[config.mk]
export PLATFORM = sky130hd
export DESIGN_NAME = input_irq_controller
export DESIGN_NICKNAME = d
export VERILOG_FILES = /design/src/rtl/input_irq_controller.sv
export SDC_FILE = /design/constraint.sdc
export NUM_CORES = 1
export LEC_CHECK = 0
export ABC_AREA = 1
export BUFFER_PORTS_ARGS = -buffer_cell sky130_fd_sc_hd__buf_2
export CAP_MARGIN = 30
export CORE_ASPECT_RATIO = 1.5
export CORE_UTILIZATION = 53
export DETAILED_ROUTE_END_ITERATION = 7
export GPL_TIMING_DRIVEN = 0
export HOLD_SLACK_MARGIN = 0.1
export PLACE_DENSITY = 0.72
export SYNTH_ARGS = -nofsm -noshare
export SYNTH_HDL_FRONTEND = slang
export SYNTH_SLANG_ARGS = --single-unit
export TNS_END_PERCENT = 100
[constraint.sdc]
create_clock -name CLK -period 3.05 [get_ports CLK]
set_input_delay 0.61 -clock CLK [delete_from_list [all_inputs] [get_ports CLK]]
set_output_delay 0.61 -clock CLK [all_outputs]
set_load 0.05 [all_outputs]
[src/rtl/input_irq_controller.sv]
// ---------------------------------------------------------------------------
// input_irq_controller
//
// Peripheral-side end of the CPU input-interrupt handshake. Words from an
// external input device are buffered in a small show-ahead FIFO. While words
// are waiting, a request (InputRecv) is raised toward the control state
// machine. The control unit acknowledges with InputRst during exception
// entry. The exception handler then drains the FIFO through a
// memory-mapped read strobe (RdEn).
//
// Ports:
//   CLK        in   rising-edge clock
//   Reset      in   asynchronous, active-high reset
//   DevData    in   [DATA_W] word from the input device
//   DevValid   in   single-cycle strobe, DevData valid this cycle
//   DevReady   out  FIFO not full
//   KernelMode in   1 masks InputRecv (state is left untouched)
//   InputRst   in   acknowledge level from the control unit
//   RdEn       in   handler pop strobe
//   RdData     out  [DATA_W] head-of-FIFO word, 0 when empty
//   Count      out  [PTR_W+1] number of buffered words, 0..DEPTH
//   Overrun    out  sticky flag: a word was dropped on a full FIFO
//   OverrunClr in   clears Overrun (a simultaneous drop wins)
//   InputRecv  out  interrupt request to the control unit
// ---------------------------------------------------------------------------
module input_irq_controller #(
    parameter int DATA_W = 16,
    parameter int DEPTH  = 4,
    parameter int PTR_W  = 2
) (
    input  logic              CLK,
    input  logic              Reset,
    input  logic [DATA_W-1:0] DevData,
    input  logic              DevValid,
    output logic              DevReady,
    input  logic              KernelMode,
    input  logic              InputRst,
    input  logic              RdEn,
    output logic [DATA_W-1:0] RdData,
    output logic [PTR_W:0]    Count,
    output logic              Overrun,
    input  logic              OverrunClr,
    output logic              InputRecv
);

    localparam logic [PTR_W:0]   FULL_COUNT = (PTR_W+1)'(DEPTH);
    localparam logic [PTR_W:0]   COUNT_ONE  = (PTR_W+1)'(1);
    localparam logic [PTR_W-1:0] PTR_ONE    = PTR_W'(1);

    typedef enum logic [1:0] {
        IDLE    = 2'd0,
        PENDING = 2'd1,
        ACK     = 2'd2
    } state_t;

    state_t            stateReg;
    state_t            stateNext;
    logic [DATA_W-1:0] memReg [DEPTH];
    logic [PTR_W-1:0]  wrPtrReg;
    logic [PTR_W-1:0]  rdPtrReg;
    logic [PTR_W:0]    countReg;
    logic [PTR_W:0]    countNext;
    logic              overrunReg;

    logic isEmpty;
    logic isFull;
    logic doPop;
    logic doPush;
    logic doDrop;

    assign isEmpty = (countReg == '0);
    assign isFull  = (countReg == FULL_COUNT);

    // A pop on the same edge frees a slot, so a full FIFO still accepts the
    // incoming word when the handler is reading at the same time.
    assign doPop  = RdEn & ~isEmpty;
    assign doPush = DevValid & (~isFull | doPop);
    assign doDrop = DevValid & isFull & ~doPop;

    always_comb begin
        countNext = countReg;
        if (doPush && !doPop) begin
            countNext = countReg + COUNT_ONE;
        end else if (doPop && !doPush) begin
            countNext = countReg - COUNT_ONE;
        end
    end

    // Storage carries no reset: stale entries are never visible because
    // RdData is forced to zero whenever the FIFO is empty.
    always_ff @(posedge CLK) begin
        if (doPush) begin
            memReg[wrPtrReg] <= DevData;
        end
    end

    always_ff @(posedge CLK or posedge Reset) begin
        if (Reset) begin
            wrPtrReg   <= '0;
            rdPtrReg   <= '0;
            countReg   <= '0;
            overrunReg <= 1'b0;
        end else begin
            if (doPush) begin
                wrPtrReg <= wrPtrReg + PTR_ONE;
            end
            if (doPop) begin
                rdPtrReg <= rdPtrReg + PTR_ONE;
            end
            countReg <= countNext;
            if (doDrop) begin
                overrunReg <= 1'b1;
            end else if (OverrunClr) begin
                overrunReg <= 1'b0;
            end
        end
    end

    // Request state machine. It looks at the registered Count only, so a
    // word pushed at edge k raises the request from edge k+1.
    always_comb begin
        stateNext = stateReg;
        case (stateReg)
            IDLE: begin
                if (!isEmpty && !InputRst) begin
                    stateNext = PENDING;
                end
            end
            PENDING: begin
                if (InputRst) begin
                    stateNext = ACK;
                end else if (isEmpty) begin
                    stateNext = IDLE;
                end
            end
            ACK: begin
                if (!InputRst) begin
                    stateNext = IDLE;
                end
            end
            default: stateNext = IDLE;
        endcase
    end

    always_ff @(posedge CLK or posedge Reset) begin
        if (Reset) begin
            stateReg <= IDLE;
        end else begin
            stateReg <= stateNext;
        end
    end

    assign RdData    = isEmpty ? '0 : memReg[rdPtrReg];
    assign DevReady  = ~isFull;
    assign Count     = countReg;
    assign Overrun   = overrunReg;
    assign InputRecv = (stateReg == PENDING) & ~KernelMode;

endmodule

==> results of run 1 <==
## layout make-up
class / instances / area (um2)
multi-input cells: 156 / 902.1
flip-flops and latches: 74 / 2172
clock buffers: 10 / 127.6
inverters: 83 / 321.6
clock inverters: 6 / 67.56
well taps: 74 / 92.59
plain buffers: 11 / 98.84
fillers: 484 / 2230
repair buffers: 46 / 250.2
## metal layers
layer	track usage, %	share of wire (%)	wire length [um]	vias up
li1	-	-	-	1130
met4	12.34	3.8	224	0
met3	5.068	3.9	233	19
met1	21.70	40	2374	990
met5	0	0	0	-
met2	33.71	53	3139	53
## metrics by stage
stage | worst slack [ns] | area (um2)
6_report | 0.7608 | 4033
3_5_place_dp | 0.9267 | 3837
5_1_grt | 0.6738 | 4033
4_1_cts | 0.7644 | 4033
2_1_floorplan | 0.6866 | 3485
3_3_place_gp | 0.4293 | 3797
## synth_stat cells, types with 3 or more instances
library cell	instances	area [um2]
sky130_fd_sc_hd__a21oi_2	13	113.9
sky130_fd_sc_hd__nand3_2	14	140.1
sky130_fd_sc_hd__nor2_1	5	18.77
sky130_fd_sc_hd__nand2_2	12	75.07
sky130_fd_sc_hd__dfrtp_1	10	250.2
sky130_fd_sc_hd__a21oi_1	3	15.01
sky130_fd_sc_hd__nand2_1	71	266.5
sky130_fd_sc_hd__inv_1	79	296.5
sky130_fd_sc_hd__nand3_1	23	115.1
sky130_fd_sc_hd__buf_2	4	20.02
sky130_fd_sc_hd__buf_6	7	78.83
sky130_fd_sc_hd__edfxtp_1	64	1922
sky130_fd_sc_hd__ha_1	5	62.56
## path summary, 6_finish.rpt
kind,cells past startpoint,to,startpoint
worst max register to register,10,Count[2],Count[0]
min in group CLK,2,stateReg[0],InputRst
max in group asynchronous,2,Count[2],Reset
worst min register to register,1,stateReg[0],stateReg[1]
worst min-delay path,2,stateReg[0],Reset
worst max-delay path,5,RdData[14],rdPtrReg[1]
## logic make-up after synthesis
logic type / count (synthesis) / synth area share (%)
adder cells (fa/ha/maj): 6 / 2.370
flip-flops: 74 / 62.33
AO/OA/AOI/OAI: 19 / 4.237
buffers and inverters: 94 / 12.06
AND/OR/NAND/NOR: 129 / 18.49
XOR/XNOR: 2 / 0.5028
## flip-flops by register name (all words and copies together) (netlist names)
register,count
memReg,64
rdPtrReg,2
Overrun,1
Count,3
stateReg,2
wrPtrReg,2
## cell usage in the layout, fill, tap and decap left out, types with 7 or more instances in the layout
master and n:
sky130_fd_sc_hd__buf_6 7, sky130_fd_sc_hd__nand3_1 23, sky130_fd_sc_hd__edfxtp_1 64, sky130_fd_sc_hd__a21oi_2 13
sky130_fd_sc_hd__buf_2 48, sky130_fd_sc_hd__nand2_2 12, sky130_fd_sc_hd__clkbuf_8 9, sky130_fd_sc_hd__dfrtp_1 10
sky130_fd_sc_hd__inv_1 79, sky130_fd_sc_hd__nand3_2 14, sky130_fd_sc_hd__nand2_1 71
## power by group
part / total [mW] / switching (mW) / internal, mW
clock: 0.716 / 0.337 / 0.379
combinational: 2.31 / 1.67 / 0.641
sequential: 1.41 / 0.0843 / 1.32
## worst max-delay path, stage by stage, from the launching register on
cell                      delay, ns
sky130_fd_sc_hd__dfrtp_1       0.34
sky130_fd_sc_hd__buf_6         0.16
sky130_fd_sc_hd__buf_2         0.29
sky130_fd_sc_hd__nand3_1       0.14
sky130_fd_sc_hd__a21oi_2       0.14
sky130_fd_sc_hd__buf_2         0.27
==> impl_results.rst, run 1 <==
.. list-table::
   :header-rows: 1

   * - Metric
     - Value
   * - Result of the run
     - completed
   * - Unrepaired setup endpoints after global routing
     - no
   * - Global routing usage summed across all routing layers
     - 19.95%
   * - Die height
     - 101.3 um
   * - Maximum VDD drop
     - 0.7958 mV
   * - Share of the clock period used by the worst path
     - 75.06%
   * - Iteration-0 DRC count of the detailed router
     - 92
   * - Worst EP arrival
     - 1.68 ns
   * - Maximum fanout along the worst path
     - 10
   * - Kind of path behind the tightest hold check
     - in2async
   * - Detail Placement HPWL
     - 4.071 mm
   * - Worst-Margin Slew
     - 0.9283 ns
   * - Avg WL per Cell
     - 12.98 um
   * - Global route total overflow
     - 0
   * - Final GP Congestion
     - 0.8082
   * - Number of antenna violations at the first check in global routing
     - 0
   * - Number of synthesis warnings
     - 0
   * - Area of the core
     - 6262 um2
   * - Dominant synthesized flop cell
     - sky130_fd_sc_hd__edfxtp_1
   * - Total number of placement rows
     - 35
   * - Vias per std cell
     - 4.765
   * - Number of CTS-inserted buffers
     - 9
   * - Hold Fails Final Rpt
     - 0
   * - Slew HR
     - a little under two fifths
   * - Largest net degree at the start of global routing
     - 17
   * - Post-synth EDFFs
     - 64
   * - Worst-skew pair later-pin latency
     - 0.34 ns
   * - Setup TNS
     - 0 ns
   * - Ports
     - 45
   * - Smallest hold slack
     - 0.2474 ns
   * - Clock root buffer
     - sky130_fd_sc_hd__clkbuf_8
   * - Routed WL
     - around 6 mm
   * - Share of synthesized area occupied by flip-flops and latches
     - 62.33%
   * - Post-route DRC
     - 0
   * - Share of the core filled with cells
     - 64.40%
   * - Number of distinct library cell variants in the gate-level netlist after synthesis
     - 25
   * - Number of placed cells counting well taps
     - 444
   * - Fraction of final layout cells with drive strength greater than 1
     - approximately a third
   * - Final nets
     - 410
   * - Setup bufs post-CTS
     - 0
   * - Cell area after synthesis
     - ~3500 um2
   * - Vias after detailed routing
     - 2192
   * - Overall die area
     - 6910 um2
   * - Time the worst path needs with I/O delays and setup
     - 2.289 ns
   * - Vias in the first global route
     - 2118
   * - TritonCTS clock tree
     - built
   * - Resized cells post-CTS
     - 0
   * - H-Tree Level Count
     - 3
   * - Final antenna-violating net count
     - 0
   * - Worst Skew
     - roughly 0.009 ns
   * - Max Cap Violations
     - 0
   * - Overall die width
     - about 68 um
   * - Non-filler instance count after layout
     - 460
   * - Clock transition time at the flip-flop clock pins of the worst setup and hold paths
     - 0.07 ns
   * - Setup slack of the most critical reg-to-reg path
     - 1.11 ns
   * - Starting density of the core
     - 55.64%
   * - Synthesized Nets
     - 353
   * - Maximum count of clock buffers along a single path
     - 2
   * - Area added between synthesis and finish
     - 15.73%
   * - Number of detailed-route iterations in the first pass
     - 4
   * - Share of synthesized registers carrying an async set or reset
     - a little over an eighth
   * - Final Setup Violations
     - 0
   * - Gate Count Post-Synth
     - roughly 320
   * - Final Max Slew Viols
     - 0
   * - CP Capture Type
     - output pin
   * - Num Clock Sinks
     - 74
   * - Total of buffers placed on input and output ports
     - 44
   * - Global-route wire length before repair
     - about 9.5 mm
   * - Register bit count reported by yosys
     - 74
   * - Total power of the final layout
     - 4.431 mW
   * - PwrDens
     - 1099 nW/um2
   * - Mean area per synthesized cell
     - 10.75 um2
   * - Setup CP Type
     - reg2out
   * - Antenna Cells
     - 0
   * - WP data required
     - 2.44 ns
   * - Category of the worst setup path launch point
     - flop
   * - Total leakage power
     - 1.884 nW
   * - Maximum frequency from static timing analysis
     - roughly 440 MHz
   * - CTS Hold Buffers Added
     - 0
Note: power is estimated with default switching activity, not from simulation.
==> run 2, diff against run 1 <==
Clock period 3.05 ns to 2.3 ns, I/O delays scaled along.
==> run 2 against run 1 <==
Compared with the run above: total power grew 33%; wire length grew 0.22%; utilization grew 0.16 points; count of clock-buffer cells in the layout is the same; largest power group unchanged.
==> impl_results.rst, run 2 (synthesis gave the netlist of run 1 again) <==
.. list-table::
   :header-rows: 1

   * - Metric
     - Value
   * - Result of the run
     - completed
   * - Global route total overflow
     - 0 (unchanged)
   * - Overall die width
     - 68.21 um (unchanged)
   * - Total power of the final layout
     - 5.873 mW (+33%)
   * - Dominant cell type by count on the critical path
     - sky130_fd_sc_hd__buf_2
   * - Time the worst path needs with I/O delays and setup
     - 2.137 ns
   * - Cell Chain, Critical Path
     - buf_6, buf_2, nand3_1, a21oi_2, buf_2
   * - Resized cells post-CTS
     - 0 (unchanged)
   * - Vias per std cell
     - 4.753 (-0.26%)
   * - Register with the highest flop count
     - memReg
   * - Share of the clock period used by the worst path
     - 92.92%
   * - Die height
     - 101.3 um (unchanged)
   * - Avg WL per Cell
     - 12.98 um (about the same)
   * - Switching fraction of total power
     - 47.12% (about the same)
   * - Slew HR
     - 39.12% (+1.1 points)
   * - Detail Placement HPWL
     - 4.071 mm (unchanged)
   * - TritonCTS clock tree
     - built
   * - Fraction of final layout cells with drive strength greater than 1
     - 31.27% (-0.081 points)
   * - Starting density of the core
     - 55.64% (unchanged)
   * - Number of detailed-route iterations in the first pass
     - 4 (unchanged)
   * - Buf/Inv on CP
     - 3 (unchanged)
   * - Proportion of power drawn by combinational gates
     - 52.1% (about the same)
   * - H-Tree Level Count
     - 3 (unchanged)
   * - Worst Skew
     - 0.01190 ns (+0.002825 ns)
   * - Area of the core
     - 6262 um2 (unchanged)
   * - Category of the worst setup path launch point
     - flop
   * - Overall die area
     - 6910 um2 (unchanged)
   * - Number of cells on the worst reg-to-reg path
     - 10 (unchanged)
   * - PwrDens
     - 1453 nW/um2 (+32%)
   * - Power dissipated by switching net loads
     - 2.767 mW (+32%)
   * - Iteration-0 DRC count of the detailed router
     - 94 (+2.2%)
   * - Number of antenna violations at the first check in global routing
     - 0 (unchanged)
   * - Kind of path behind the tightest hold check
     - in2reg
   * - CTS Hold Buffers Added
     - 1 (+1)
   * - Total number of placement rows
     - 35 (unchanged)
   * - Cell-internal power
     - 3.106 mW (+33%)
   * - Fill cells
     - 483 (-0.21%)
   * - Maximum count of clock buffers along a single path
     - 2 (unchanged)
   * - Master of the slowest instance on the critical path
     - sky130_fd_sc_hd__dfrtp_1
   * - Total of buffers placed on input and output ports
     - 44 (unchanged)
   * - Maximum VDD drop
     - 1.053 mV (+32%)
   * - Setup CP Type
     - reg2out
   * - Share of the core filled with cells
     - 64.56% (+0.16 points)
   * - Share of power burned in registers
     - 31.7% (about the same)
   * - Setup bufs post-CTS
     - 0 (unchanged)
   * - Vias after detailed routing
     - 2191 (-0.046%)
   * - CP Capture Type
     - output pin
   * - Maximum fanout along the worst path
     - 10 (unchanged)
   * - Global-route wire length before repair
     - 9.522 mm (+0.29%)
   * - Clock transition time at the flip-flop clock pins of the worst setup and hold paths
     - 0.07 ns (about the same)
   * - Max Cap Violations
     - 0 (unchanged)
   * - Most common cell after layout, fill and taps aside
     - sky130_fd_sc_hd__inv_1
   * - Maximum frequency from static timing analysis
     - roughly 470 MHz
   * - Antenna Cells
     - 0 (unchanged)
   * - Num Clock Sinks
     - 74 (unchanged)
   * - Final Max Slew Viols
     - 0 (unchanged)
   * - Number of flip-flops under the largest register name
     - 64 (unchanged)
   * - Final nets
     - 411 (+0.24%)
   * - Ports
     - 45 (unchanged)
   * - WP data required
     - 1.84 ns (-0.60 ns)
   * - Final antenna-violating net count
     - 0 (unchanged)
   * - Origin of the critical flop-to-flop path
     - Count[0]
   * - Crit path largest cell delay
     - 0.34 ns (about the same)
   * - Worst EP arrival
     - 1.68 ns (about the same)
   * - Clock Power Share
     - 16.1% (about the same)
   * - Unrepaired setup endpoints after global routing
     - no
   * - Commonest cells after routing, fill and taps aside
     - 79 x sky130_fd_sc_hd__inv_1, 71 x sky130_fd_sc_hd__nand2_1, 64 x sky130_fd_sc_hd__edfxtp_1
   * - Post-route DRC
     - 0 (unchanged)
   * - Number of CTS-inserted buffers
     - 9 (unchanged)
   * - Vias in the first global route
     - 2130 (+0.57%)
   * - Hold Fails Final Rpt
     - 0 (unchanged)
   * - Setup slack of the most critical reg-to-reg path
     - 0.36 ns (-0.75 ns)
   * - Number of cells on the critical path
     - 5 (unchanged)
   * - Worst-skew pair later-pin latency
     - 0.34 ns (about the same)
   * - Worst-Margin Slew
     - 0.9123 ns (-0.01605 ns)
   * - Area added between synthesis and finish
     - 16.01%
   * - Final Setup Violations
     - 0 (unchanged)
   * - Setup TNS
     - 0 ns (unchanged)
   * - Routed WL
     - 5.984 mm (+0.22%)
   * - Largest net degree at the start of global routing
     - 17 (unchanged)
   * - Launching instance or port of the critical path
     - rdPtrReg[1]
   * - Top cell family by delay on the critical path
     - buffers and inverters
   * - Final GP Congestion
     - 0.8082 (unchanged)
   * - Total leakage power
     - 1.888 nW (+0.22%)
   * - Last element of the critical path
     - RdData[14]
   * - Reg-to-reg endpoint
     - Count[2]
   * - Clock root buffer
     - sky130_fd_sc_hd__clkbuf_8
   * - Global routing usage summed across all routing layers
     - 20.00% (+0.047 points)
==> run 2: cell types whose count changed in the layout (fill, tap and decap cells not counted), sizes merged <==
cell         before  now
dlygate4sd3       0    1
==> run 2: power groups by stage <==
stage / Sequential [mW] / Combinational [mW] / Clock [mW]
global placement: 1.89 / 3.00 / 0
floorplan: 1.99 / 2.29 / 0
finish: 1.86 / 3.06 / 0.947
global route: 1.90 / 3.31 / 1.01
CTS: 1.87 / 3.09 / 0.968
detailed placement: 1.89 / 3.08 / 0
==> run 2: routing by layer <==
layer | GRT usage (%) | up-vias | wire length (um)
met5 | 0 | - | 0
met4 | 12.34 | 0 | 182
met3 | 5.068 | 15 | 243
met2 | 33.86 | 62 | 3195
met1 | 21.70 | 982 | 2363
li1 | - | 1132 | -
==> run 2: worst min path at each step <==
stage,startpoint,to,slack (ns),depth (start not counted)
5_1_grt,InputRst,stateReg[0],0.27,2
3_3_place_gp,stateReg[1],stateReg[0],0.43,1
2_1_floorplan,Reset,Count[0],0.30,1
6_report,InputRst,stateReg[0],0.29,2
4_1_cts,InputRst,stateReg[0],0.27,2
3_5_place_dp,stateReg[1],stateReg[0],0.44,1
==> run 2: through the flow <==
stage | instance area, um2 | instances | worst slack (ns) | hold slack, ns
global placement | 3797 | 442 | -0.1707 | 0.4264
detailed placement | 3837 | 444 | 0.3267 | 0.4358
floorplan | 3485 | 324 | 0.08665 | 0.3002
finish | 4043 | 461 | 0.1629 | 0.2863
CTS | 4043 | 461 | 0.1644 | 0.2702
global route | 4043 | 461 | 0.07378 | 0.2725
==> run 2: area by class of cell <==
type                    count  area (um2)  share of cell area (%)
inverters                  83       321.6                   7.954
repair buffers             47       260.3                   6.438
clock buffers              10       127.6                   3.157
plain buffers              11       98.84                   2.445
multi-input cells         156       902.1                   22.32
well taps                  74       92.59                   2.290
clock inverters             6       67.56                   1.671
flip-flops and latches     74        2172                   53.73
